`src/rtl/ack_bus_arbiter.sv`:
```
// ack_bus_arbiter: round-robin owner of the shared NoC ack bus.
// Grants one endpoint at a time, forwards its single ack to the addressed
// destination as a one-cycle pulse, then releases the bus with a dead cycle.
// Optional watchdog release: define ACK_ARB_TIMEOUT_EN.
module ack_bus_arbiter #(
   parameter int unsigned TIMEOUT_CYCLES = 64
) (
   input  logic       clk,
   input  logic       rst_n,
   input  logic [3:0] want,
   input  logic [3:0] req,
   input  logic [7:0] req_id,
   output logic [3:0] owned,
   output logic       ack_valid,
   output logic [1:0] ack_src,
   output logic [1:0] ack_dest,
   output logic [3:0] ack_pulse,
   output logic       err_unowned,
   output logic       err_self,
   output logic       timeout
);

   if (TIMEOUT_CYCLES < 2 || TIMEOUT_CYCLES > 255) begin : g_bad_timeout
      $error("ack_bus_arbiter: TIMEOUT_CYCLES must be in 2..255");
   end

   typedef enum logic {
      IDLE  = 1'b0,
      GRANT = 1'b1
   } state_t;

   state_t     state_q, state_d;
   logic [1:0] ptr_q, ptr_d;
   logic [1:0] gnt_q, gnt_d;
   logic [3:0] owned_q, owned_d;
   logic       ack_valid_q, ack_valid_d;
   logic [1:0] ack_src_q, ack_src_d;
   logic [1:0] ack_dest_q, ack_dest_d;
   logic [3:0] ack_pulse_q, ack_pulse_d;
   logic       err_unowned_q, err_unowned_d;
   logic       err_self_q, err_self_d;
   logic       timeout_q, timeout_d;

`ifdef ACK_ARB_TIMEOUT_EN
   localparam logic [7:0] TO_LIMIT = 8'(TIMEOUT_CYCLES - 1);
   logic [7:0] cnt_q, cnt_d;
`endif

   logic       pick_found;
   logic [1:0] pick_idx;
   logic       req_g;
   logic       want_g;
   logic [1:0] dest_g;

   // round-robin pick: first wanting endpoint after the last grant, wrapping 3->0
   always_comb begin
      pick_found = 1'b0;
      pick_idx   = 2'd0;
      for (int k = 1; k <= 4; k++) begin
         if (!pick_found && want[ptr_q + 2'(k)]) begin
            pick_found = 1'b1;
            pick_idx   = ptr_q + 2'(k);
         end
      end
   end

   assign req_g  = req[gnt_q];
   assign want_g = want[gnt_q];
   assign dest_g = req_id[{gnt_q, 1'b0} +: 2];

   // next-state and registered-output computation
   always_comb begin
      state_d       = state_q;
      ptr_d         = ptr_q;
      gnt_d         = gnt_q;
      owned_d       = owned_q;
      ack_valid_d   = 1'b0;
      ack_src_d     = 2'd0;
      ack_dest_d    = 2'd0;
      ack_pulse_d   = 4'd0;
      err_self_d    = 1'b0;
      timeout_d     = 1'b0;
      err_unowned_d = |(req & ~owned_q);
`ifdef ACK_ARB_TIMEOUT_EN
      cnt_d         = cnt_q;
`endif
      case (state_q)
         IDLE: begin
            owned_d = 4'd0;
            if (pick_found) begin
               gnt_d   = pick_idx;
               owned_d = 4'b0001 << pick_idx;
               state_d = GRANT;
`ifdef ACK_ARB_TIMEOUT_EN
               cnt_d   = 8'd0;
`endif
            end
         end
         GRANT: begin
            if (req_g) begin
               // a request beats a same-cycle withdrawal or watchdog expiry
               if (dest_g != gnt_q) begin
                  ack_valid_d = 1'b1;
                  ack_src_d   = gnt_q;
                  ack_dest_d  = dest_g;
                  ack_pulse_d = 4'b0001 << dest_g;
               end else begin
                  err_self_d  = 1'b1;
               end
               owned_d = 4'd0;
               ptr_d   = gnt_q;
               state_d = IDLE;
            end else if (!want_g) begin
               owned_d = 4'd0;
               ptr_d   = gnt_q;
               state_d = IDLE;
            end
`ifdef ACK_ARB_TIMEOUT_EN
            else if (cnt_q == TO_LIMIT) begin
               timeout_d = 1'b1;
               owned_d   = 4'd0;
               ptr_d     = gnt_q;
               state_d   = IDLE;
            end else begin
               cnt_d = cnt_q + 8'd1;
            end
`endif
         end
         default: begin
            state_d = IDLE;
            owned_d = 4'd0;
         end
      endcase
   end

   // state and output registers; reset leaves MEM with first priority
   always_ff @(posedge clk or negedge rst_n) begin
      if (!rst_n) begin
         state_q       <= IDLE;
         ptr_q         <= 2'd3;
         gnt_q         <= 2'd0;
         owned_q       <= 4'd0;
         ack_valid_q   <= 1'b0;
         ack_src_q     <= 2'd0;
         ack_dest_q    <= 2'd0;
         ack_pulse_q   <= 4'd0;
         err_unowned_q <= 1'b0;
         err_self_q    <= 1'b0;
         timeout_q     <= 1'b0;
`ifdef ACK_ARB_TIMEOUT_EN
         cnt_q         <= 8'd0;
`endif
      end else begin
         state_q       <= state_d;
         ptr_q         <= ptr_d;
         gnt_q         <= gnt_d;
         owned_q       <= owned_d;
         ack_valid_q   <= ack_valid_d;
         ack_src_q     <= ack_src_d;
         ack_dest_q    <= ack_dest_d;
         ack_pulse_q   <= ack_pulse_d;
         err_unowned_q <= err_unowned_d;
         err_self_q    <= err_self_d;
         timeout_q     <= timeout_d;
`ifdef ACK_ARB_TIMEOUT_EN
         cnt_q         <= cnt_d;
`endif
      end
   end

   assign owned       = owned_q;
   assign ack_valid   = ack_valid_q;
   assign ack_src     = ack_src_q;
   assign ack_dest    = ack_dest_q;
   assign ack_pulse   = ack_pulse_q;
   assign err_unowned = err_unowned_q;
   assign err_self    = err_self_q;
   assign timeout     = timeout_q;

endmodule

```
`config.mk`:
```
export PLATFORM = sky130hd
export DESIGN_NAME = ack_bus_arbiter
export DESIGN_NICKNAME = d
export VERILOG_FILES = /design/src/rtl/ack_bus_arbiter.sv
export SDC_FILE = /design/constraint.sdc
export NUM_CORES = 1
export LEC_CHECK = 0
export ABC_AREA = 1
export BUFFER_PORTS_ARGS = -buffer_cell sky130_fd_sc_hd__buf_4
export CORE_MARGIN = 3
export CORE_UTILIZATION = 40
export CTS_CLUSTER_SIZE = 16
export DETAILED_ROUTE_END_ITERATION = 6
export MAX_ROUTING_LAYER = met4
export PLACE_DENSITY = 0.71
export SLEW_MARGIN = 20
export SYNTH_ARGS = -nofsm -noshare
export SYNTH_HDL_FRONTEND = slang
export SYNTH_SLANG_ARGS = --single-unit
```
`constraint.sdc`:
```
create_clock -name clk -period 2.2 [get_ports clk]
set_clock_uncertainty 0.1 [all_clocks]
set_input_delay 0.33 -clock clk [delete_from_list [all_inputs] [get_ports clk]]
set_output_delay 0.33 -clock clk [all_outputs]
set_load 0.1 [all_outputs]
```
# Word-level counts from Yosys, hierarchy flattened
# Index checks and enable logic that the tools add are counted.
# word_totals
output_inout_bits	16
wordCells	81
inputBits	18
reg_bits	20
# op_classes
muxes	45
n_shift	3
n_addsub	3
order_cmp	5
bitwise_logic	3
eq_ne	3
reduce_logical	9
# ops
op	n
$mux W2	12
$mux W4	6
$mux W1	19
$lt A2 B3 Y1 const B	5
$bmux W1 S2	6
$pmux W4 S2	1
$shiftx A8 B4 Y2	1
$shl A1 B2 Y4 const A	2
$add A2 B2 Y2 const B	2
$and A4 B4 Y4	1
$not A4 Y4	1
$reduce_and A2 Y1	2
$reduce_or A4 Y1	1
$logic_and A1 B1 Y1	3
$logic_not A1 Y1	3
$ne A3 B3 Y1 const B	1
$add A2 B1 Y2 const B	1
$ne A2 B2 Y1	1
$ne A2 B2 Y1 const B	1
$pmux W1 S2	1
$not A1 Y1	1

# Longest topological paths before layout
# Gate-level depths: netlist of run 1.
# logic_depth
ltp_word	16
mapped_depth	13
ltp_nobuf	12

# Least setup slack after synthesis of run 1
# Ideal clock, no wire load.
# synth_path
path_kind	reg-to-reg
start	register ptr_q[1]
end	register gnt_q[1]
t_arrival_ns	1.395
setup_slack_ns	0.587
period_less_slack_ns	1.613
t_required_ns	1.982
path_buffers	1
path_stages_with_launch	13
setup_ns	0.118
cell_sequence	dfstp_2 buf_6 inv_2 nand2_1 nand2_2 nand2_4 nand2_4 nor2_8 nand3b_2 nand2_4 inv_2 nor2_1 nor2_1
# synth_via
elab_chain_cells	14
word_cells_on_any_way	26
cone_classes	3 x add/sub; 16 x mux; 7 x reduce/logical
# synth_rtl
item	line	text
from (decl)	33	logic [1:0] ptr_q, ptr_d;
from (signal assigned)	155	ptr_q <= ptr_d;
$add A2 B1 Y2	60, 62	
$bmux W1 S2	60	if (!pick_found && want[ptr_q + 2'(k)]) begin
$mux W1 (implied by the code)	60	
$mux W1	60	
$logic_not A1 Y1	60	
$logic_and A1 B1 Y1	60	
$mux W1	60	
$logic_not A1 Y1	60	
$logic_and A1 B1 Y1	60	
$mux W1	60	
$logic_not A1 Y1	60	
$logic_and A1 B1 Y1	60	
$mux W1	60	
$reduce_and A2 Y1 (no source line)	--	
to (signal assigned)	156	gnt_q <= gnt_d;
to (decl)	34	logic [1:0] gnt_q, gnt_d;
# Parallel ways exist; a longest one is shown, timed or not. The select of a mux whose other input is x is not followed.
# A chain may end at the register's enable or synchronous reset.

# Worst setup path in the final report of run 1
# layout_path
start	register ptr_q[0]
end	register owned_q[0], in the netlist owned[0]
# layout_via
elab_chain_cells	16
word_cells_on_any_way	28
cone_classes	3 x add/sub; 1 x shift; 18 x mux; 6 x reduce/logical
# layout_rtl
item	line	text
$add A2 B1 Y2	60, 62	
$bmux W1 S2	60	
$mux W1 (implied by the code)	60	
$mux W1	60	
$logic_not A1 Y1	60	
$logic_and A1 B1 Y1	60	
$mux W1	60	
$logic_not A1 Y1	60	
$logic_and A1 B1 Y1	60	
$mux W1	60	
$logic_not A1 Y1	60	
$logic_and A1 B1 Y1	60	
$mux W2	60	
$shl A1 B2 Y4	92	owned_d = 4'b0001 << pick_idx;
$mux W4 (*)	90	if (pick_found) begin
$pmux W4 S2 (*)	87	case (state_q)
to (signal assigned)	157	owned_q <= owned_d;
to (decl)	35	logic [3:0] owned_q, owned_d;
# Mark *: on every way between the ends. The rest lies on a longest branch, timed or not. The select of a mux whose other input is x is not followed.

==> results of run 1 <==
==> cell usage after synthesis <==
| cell type | instances |
|---|---|
| sky130_fd_sc_hd__nor2_2 | 3 |
| sky130_fd_sc_hd__inv_1 | 18 |
| sky130_fd_sc_hd__a21oi_1 | 3 |
| sky130_fd_sc_hd__nand2_4 | 5 |
| sky130_fd_sc_hd__o22ai_1 | 1 |
| sky130_fd_sc_hd__inv_4 | 1 |
| sky130_fd_sc_hd__nand2_2 | 11 |
| sky130_fd_sc_hd__inv_2 | 5 |
| sky130_fd_sc_hd__nand4_1 | 3 |
| sky130_fd_sc_hd__nor3_1 | 3 |
| sky130_fd_sc_hd__conb_1 | 1 |
| sky130_fd_sc_hd__nor2_8 | 1 |
| sky130_fd_sc_hd__o21ai_2 | 1 |
| sky130_fd_sc_hd__o21ai_0 | 9 |
| sky130_fd_sc_hd__dfstp_2 | 2 |
| sky130_fd_sc_hd__dfrtp_1 | 18 |
| sky130_fd_sc_hd__buf_6 | 3 |
| sky130_fd_sc_hd__nand3_2 | 1 |
| sky130_fd_sc_hd__buf_4 | 2 |
| sky130_fd_sc_hd__nand3_1 | 16 |
| sky130_fd_sc_hd__nor2_1 | 14 |
| sky130_fd_sc_hd__a21oi_2 | 1 |
| sky130_fd_sc_hd__nand3b_2 | 1 |
| sky130_fd_sc_hd__o21ai_1 | 1 |
| sky130_fd_sc_hd__clkinv_2 | 1 |
| sky130_fd_sc_hd__nand4_2 | 1 |
| sky130_fd_sc_hd__nand2_1 | 53 |
==> area by class of cell <==
type / count / area [sq um] / area share [%]
multi-input combinational: 129 / 656 / 40.8
sequential: 20 / 503 / 31.3
clock buffer: 4 / 36.3 / 2.26
inverter: 25 / 97.6 / 6.08
timing repair buffer: 34 / 258 / 16.1
tap: 44 / 55.1 / 3.43
==> stage by stage <==
stage	worst slack [ns]	hold WS [ns]	area, sq um
after global placement	0.357	0.120	1560
after floorplan	0.587	-0.0656	1310
after CTS	0.310	0.209	1610
after detailed placement	0.342	0.122	1560
after global routing	0.158	0.217	1610
final	0.307	0.215	1610
==> sequential cells by signal, summed over array words and instances, names as in the netlist <==
| name | cells |
|---|---|
| ack_pulse | 4 |
| owned | 4 |
| ack_dest | 2 |
| ack_src | 2 |
| gnt_q | 2 |
| ptr_q | 2 |
| ack_valid | 1 |
| err_self | 1 |
| err_unowned | 1 |
| state_q | 1 |
==> worst max path at each step <==
| stage | start | end | slack (ns) | cells after the start |
|---|---|---|---|---|
| final | ptr_q[0]$_DFFE_PN1P_ | owned[0]$_DFFE_PN0P_ | 0.31 | 11 |
| after floorplan | ptr_q[1]$_DFFE_PN1P_ | gnt_q[1]$_DFFE_PN0P_ | 0.59 | 12 |
| after global placement | ptr_q[0]$_DFFE_PN1P_ | owned[0]$_DFFE_PN0P_ | 0.36 | 11 |
| after detailed placement | ptr_q[0]$_DFFE_PN1P_ | owned[0]$_DFFE_PN0P_ | 0.34 | 11 |
| after CTS | ptr_q[0]$_DFFE_PN1P_ | owned[0]$_DFFE_PN0P_ | 0.31 | 11 |
| after global routing | ptr_q[0]$_DFFE_PN1P_ | owned[0]$_DFFE_PN0P_ | 0.16 | 11 |
==> tightest hold or removal path: stages <==
cell,delay [ns]
sky130_fd_sc_hd__buf_4,0.11
sky130_fd_sc_hd__inv_1,0.04
sky130_fd_sc_hd__o21ai_0,0.08
==> logic make-up (layout without fill, tap and decap cells) <==
family / after synthesis / count (layout) / share of synthesized area, %
simple gates: 112 / 112 / 43.1
other cells: 1 / 1 / 0.287
buf+inv: 30 / 63 / 11.2
compound gates: 16 / 16 / 6.81
flops: 20 / 20 / 38.5
==> layer usage <==
metal / share of wire [%] / track usage (%) / vias to the layer above
li1: - / - / 622
met1: 47 / 18.2 / 518
met2: 48 / 25.0 / 22
met3: 4.5 / 3.21 / 2
met4: 0.29 / 2.48 / 0
met5: 0 / - / -
==> repair_timing <==
| item | CTS | global route |
|---|---|---|
| setup endpoints to repair | 0 | 0 |
| hold buffers | 1 | 0 |
| endpoints found under the hold margin | 18 | 0 |
==> summary.txt, run 1 <==
Outcome
  • Status: completed

Floorplan
  • Core Area: 3080 sq um
  • Total die area: 3980 sq um
  • FP Rows: 20
  • Vertical extent of the die: 63.1 um
  • Effective utilization at floorplan: 42.4%
  • Floorplan die width: 63.1 um
  • Count of pins on the block boundary: 34

GRT
  • Via count of the first global-routing pass: 1099
  • GRT Total Usage: 14.7%
  • Total gr overflow: 0
  • Pin count of the biggest net entering global routing: 21
  • Antenna violations before repair: 0
  • First-pass GRT wire length: 4690 um

Drt
  • Via count: 1164
  • Initial DRC Count: 54
  • Via-per-instance ratio: 4.55
  • Antenna Nets Post-Route: 0
  • Final wirelength: 2720 um
  • DRT Pass-1 Iters: 4
  • # DRC: 0
  • Routed length per placed instance: 10.6 um

Setup path
  • Cell family with the largest share of critical-path delay: simple AND/OR/NAND/NOR gates
  • Reg2reg start: ptr_q[0]$_DFFE_PN1P_
  • Worst r2r path cells: 11
  • CP required: 2.29 ns
  • Highest fanout seen on the critical path: 13
  • Worst endpoint data arrival time: 1.98 ns
  • Cell chain of the critical path: inv_2 > nand2_1 > nand2_2 > nand2_4 > nand2_4 > nor2_8 > nand4_1 > nand2_2 > inv_1 > nand3_1 > nand2_1
  • Worst setup EP type: flip-flop
  • CP Launch Type: flip-flop
  • Slowest library cell on the worst path: sky130_fd_sc_hd__dfstp_2
  • Crit path buffers/inverters: 2
  • Register-to-Register Setup Slack: 0.31 ns
  • Slowest Stage Delay on Critical Path: 0.67 ns
  • Worst reg2reg endpoint: owned[0]$_DFFE_PN0P_
  • Class of the most critical setup path: reg -> reg

STA
  • Max-slew violation count: 0
  • Clock period minus final worst setup slack: 1.89 ns
  • Post-Route Setup TNS: 0 ns
  • Share of the clock period used by the worst path: 86.1%
  • Unrepaired setup endpoints after global routing: false
  • Peak Freq: 0.528 GHz
  • Number of setup violations in the final report: 0
  • Final-report hold violation count: 0

Logic synthesis
  • Synth area leaders: sky130_fd_sc_hd__dfrtp_1, sky130_fd_sc_hd__nand2_1, sky130_fd_sc_hd__nand3_1, sky130_fd_sc_hd__nand2_2, sky130_fd_sc_hd__inv_1
  • Gate count after technology mapping: 179
  • Post-synthesis sequential area ratio: 38.5%
  • Mapped Area: 1310 sq um
  • Unique masters post-synth: 27
  • Area fraction of the dominant cell type after synthesis: 34.5%
  • Flop and latch count out of synthesis: 20
  • Cell taking the most area after synthesis: sky130_fd_sc_hd__dfrtp_1
  • Warnings from Yosys: 0
  • Mean Syn Cell Area: 7.29 sq um
  • Post-synth net total: 197

Clock tree
  • Setup bufs post-CTS: 0
  • Post_cts resized: 0
  • CTS H-Tree Depth: 1
  • Clock root buffer: sky130_fd_sc_hd__clkbuf_4
  • Num CTS Buffers: 3
  • Later-pin clock latency in the skew report: 0.29 ns
  • Total clock sinks: 20
  • TritonCTS clock tree: done
  • Maximum clock insertion buffer count: 2
  • Clk slew on worst S/H paths: 0.11 ns

Final layout
  • Layout cell share with drive strength beyond 1: 33.5%
  • Final #Nets: 231
  • Most frequent cells in the layout: sky130_fd_sc_hd__nand2_1, sky130_fd_sc_hd__buf_4, sky130_fd_sc_hd__inv_1, sky130_fd_sc_hd__dfrtp_1, sky130_fd_sc_hd__nand3_1
  • Most common cell after layout, fill and taps aside: sky130_fd_sc_hd__nand2_1
  • Filler Cells Inserted: 310
  • Final std cells w/o fill: 256
  • Area growth from synthesis to layout: 23.0%
  • Utilization after layout: 52.2%
  • Antenna cell count: 0

Hold path
  • Worst Hold Class: in -> reg
  • Hold endpoint: err_unowned$_DFF_PN0_
  • HP Start: req[1]
  • Min-Delay Path Depth: 3

Placed design
  • Placer's final routability congestion estimate: 0.877
  • Placed Cells: 251
  • HPWL after detailed placement: 2150 um
  • Number of buffer cells added on primary ports: 32

Flow run
  • Max-cap check violation count: 0
Power of run 1 is not shown: default switching activity piles up to over one toggle a cycle in this logic, so the estimate is an artifact.
==> inputs of run 2 (changes only) <==
--- a/config.mk
+++ b/config.mk
@@ -12,7 +12,7 @@
 export CTS_CLUSTER_SIZE = 16
 export DETAILED_ROUTE_END_ITERATION = 6
 export MAX_ROUTING_LAYER = met4
-export PLACE_DENSITY = 0.71
+export PLACE_DENSITY_LB_ADDON = 0.25
 export SLEW_MARGIN = 20
 export SYNTH_ARGS = -nofsm -noshare
 export SYNTH_HDL_FRONTEND = slang
==> run 2 against run 1 <==
Compared with the run above:
- global-route usage up 0.53 points
- sequential share of layout area down 0.31 points
- worst hold slack lost 0.019 ns
==> summary.txt, run 2 (synthesized netlist as in run 1, its figures left out) <==
Outcome
  • Status: completed (unchanged)

Setup path
  • Class of the most critical setup path: reg -> reg (unchanged)
  • Worst setup EP type: flip-flop (unchanged)
  • Highest fanout seen on the critical path: 13 (unchanged)
  • Slowest library cell on the worst path: sky130_fd_sc_hd__dfstp_2 (unchanged)
  • Worst endpoint data arrival time: 1.97 ns (was 1.98 ns)
  • CP Launch Type: flip-flop (unchanged)
  • Register-to-Register Setup Slack: 0.33 ns (was 0.31 ns)
  • CP required: 2.30 ns (was 2.29 ns)
  • Cell family with the largest share of critical-path delay: simple AND/OR/NAND/NOR gates (unchanged)
  • Slowest Stage Delay on Critical Path: 0.66 ns (was 0.67 ns)
  • Logic depth of the worst path, buffers included: 11 (unchanged)
  • First element of the critical path: ptr_q[0]$_DFFE_PN1P_ (unchanged)
  • Worst r2r path cells: 11 (unchanged)
  • Cell chain of the critical path: inv_2 > nand2_1 > nand2_2 > nand2_4 > nand2_4 > nor2_8 > nand4_1 > nand2_2 > inv_1 > nand3_1 > nand2_1 (unchanged)
  • Crit path buffers/inverters: 2 (unchanged)
  • Reg2reg start: ptr_q[0]$_DFFE_PN1P_ (unchanged)

Placed design
  • Placer's final routability congestion estimate: 0.804 (was 0.877)
  • HPWL after detailed placement: 2150 um (about the same)
  • Placement Setup Slack: 0.352 ns (was 0.342 ns)
  • Number of buffer cells added on primary ports: 32 (unchanged)

Drt
  • Routed length per placed instance: 10.6 um (about the same)
  • DRT Pass-1 Iters: 4 (unchanged)
  • Initial DRC Count: 40 (was 54)
  • Final wirelength: 2710 um (was 2720 um)
  • # DRC: 0 (unchanged)
  • Via-per-instance ratio: 4.56 (was 4.55)
  • Via count: 1167 (was 1164)
  • Antenna Nets Post-Route: 0 (unchanged)

Final layout
  • Most common cell after layout, fill and taps aside: sky130_fd_sc_hd__nand2_1 (unchanged)
  • Final #Nets: 231 (unchanged)
  • Filler Cells Inserted: 303 (was 310)
  • Seq. cell area: 503 sq um (unchanged)
  • Most frequent cells in the layout: sky130_fd_sc_hd__nand2_1, sky130_fd_sc_hd__buf_4, sky130_fd_sc_hd__inv_1, sky130_fd_sc_hd__dfrtp_1, sky130_fd_sc_hd__nand3_1 (unchanged)
  • Antenna cell count: 0 (unchanged)
  • Area growth from synthesis to layout: 24.3% (was 23.0%)
  • Footprint of the multi-input gates: 656 sq um (unchanged)
  • Layout cell share with drive strength beyond 1: 33.5% (unchanged)

STA
  • Unrepaired setup endpoints after global routing: false (unchanged)
  • Final-report hold violation count: 0 (unchanged)
  • Clock period minus final worst setup slack: 1.87 ns (was 1.89 ns)
  • Number of setup violations in the final report: 0 (unchanged)
  • Peak Freq: 0.534 GHz (was 0.528 GHz)
  • Max-slew violation count: 0 (unchanged)
  • Worst hold slack: 0.195 ns (was 0.215 ns)
  • Post-Route Setup TNS: 0 ns (unchanged)
  • Final worst setup slack: 0.328 ns (was 0.307 ns)
  • Share of the clock period used by the worst path: 85.1% (was 86.1%)

Floorplan
  • Floorplan die width: 63.1 um (unchanged)
  • Count of pins on the block boundary: 34 (unchanged)
  • Effective utilization at floorplan: 42.4% (unchanged)
  • FP Rows: 20 (unchanged)
  • Vertical extent of the die: 63.1 um (unchanged)
  • Total die area: 3980 sq um (unchanged)
  • Core Area: 3080 sq um (unchanged)

Hold path
  • Min-Delay Path Depth: 3 (unchanged)
  • Worst Hold Class: in -> reg (unchanged)
  • HP Start: req[1] (unchanged)

GRT
  • GRT Total Usage: 15.3% (was 14.7%)
  • Via count of the first global-routing pass: 1088 (was 1099)
  • Pin count of the biggest net entering global routing: 21 (unchanged)
  • Total gr overflow: 0 (unchanged)
  • Antenna violations before repair: 0 (unchanged)
  • First-pass GRT wire length: 4710 um (was 4690 um)

Clock tree
  • Clk slew on worst S/H paths: 0.12 ns (was 0.11 ns)
  • TritonCTS clock tree: done (unchanged)
  • Maximum clock insertion buffer count: 2 (unchanged)
  • Total clock sinks: 20 (unchanged)
  • Post_cts resized: 0 (unchanged)
  • CTS H-Tree Depth: 1 (unchanged)
  • Num CTS Buffers: 3 (unchanged)
  • Clock root buffer: sky130_fd_sc_hd__clkbuf_4 (unchanged)
  • Later-pin clock latency in the skew report: 0.30 ns (was 0.29 ns)
  • Setup bufs post-CTS: 0 (unchanged)

Flow run
  • Max-cap check violation count: 0 (unchanged)
run 2: changes by cell type in the layout (fill, tap and decap cells not counted):
cell	previous run	this run
sky130_fd_sc_hd__clkbuf_8	1	0
sky130_fd_sc_hd__bufinv_16	0	1
run 2: through the flow:
stage | utilization [%] | std cells | instance area (sq um)
finish | 52.7 | 256 | 1620
detailed placement | 50.7 | 251 | 1560
global route | 52.7 | 256 | 1620
CTS | 52.7 | 256 | 1620
global placement | 50.7 | 251 | 1560
floorplan | - | 179 | 1310
run 2: final timing paths:
| kind | end |
|---|---|
| min in group asynchronous | ack_src[0]$_DFF_PN0_ |
| max reg2reg | owned[0]$_DFFE_PN0P_ |
| min | err_unowned$_DFF_PN0_ |
| max in group asynchronous | ptr_q[1]$_DFFE_PN1P_ |
| min reg2reg | err_unowned$_DFF_PN0_ |
| max | owned[0]$_DFFE_PN0P_ |
run 2: repair_timing:
item | in CTS | in global routing
hold buffers | 1 | 0
setup endpoints to repair | 0 | 0
endpoints found under the hold margin | 18 | 0
run 2: worst min-delay path, stage by stage:
cell	delay [ns]
sky130_fd_sc_hd__buf_4	0.11
sky130_fd_sc_hd__inv_1	0.04
sky130_fd_sc_hd__o21ai_0	0.07
run 2: final cells by class:
class / count / area share (%)
clock buffers: 3 / 1.39
well taps: 44 / 3.40
multi-input cells: 129 / 40.4
inverters: 25 / 6.02
flip-flops and latches: 20 / 31.0
clock inverters: 1 / 1.85
repair buffers: 34 / 15.9
run 2: metal layers:
layer | vias up | global-route usage [%] | part of all wire, %
met5 | - | - | 0
met4 | 0 | 4.13 | 0.85
met3 | 2 | 3.57 | 4.8
met2 | 29 | 25.3 | 48
met1 | 514 | 18.6 | 46
li1 | 622 | - | -
Power of run 2 is left out for the same reason.
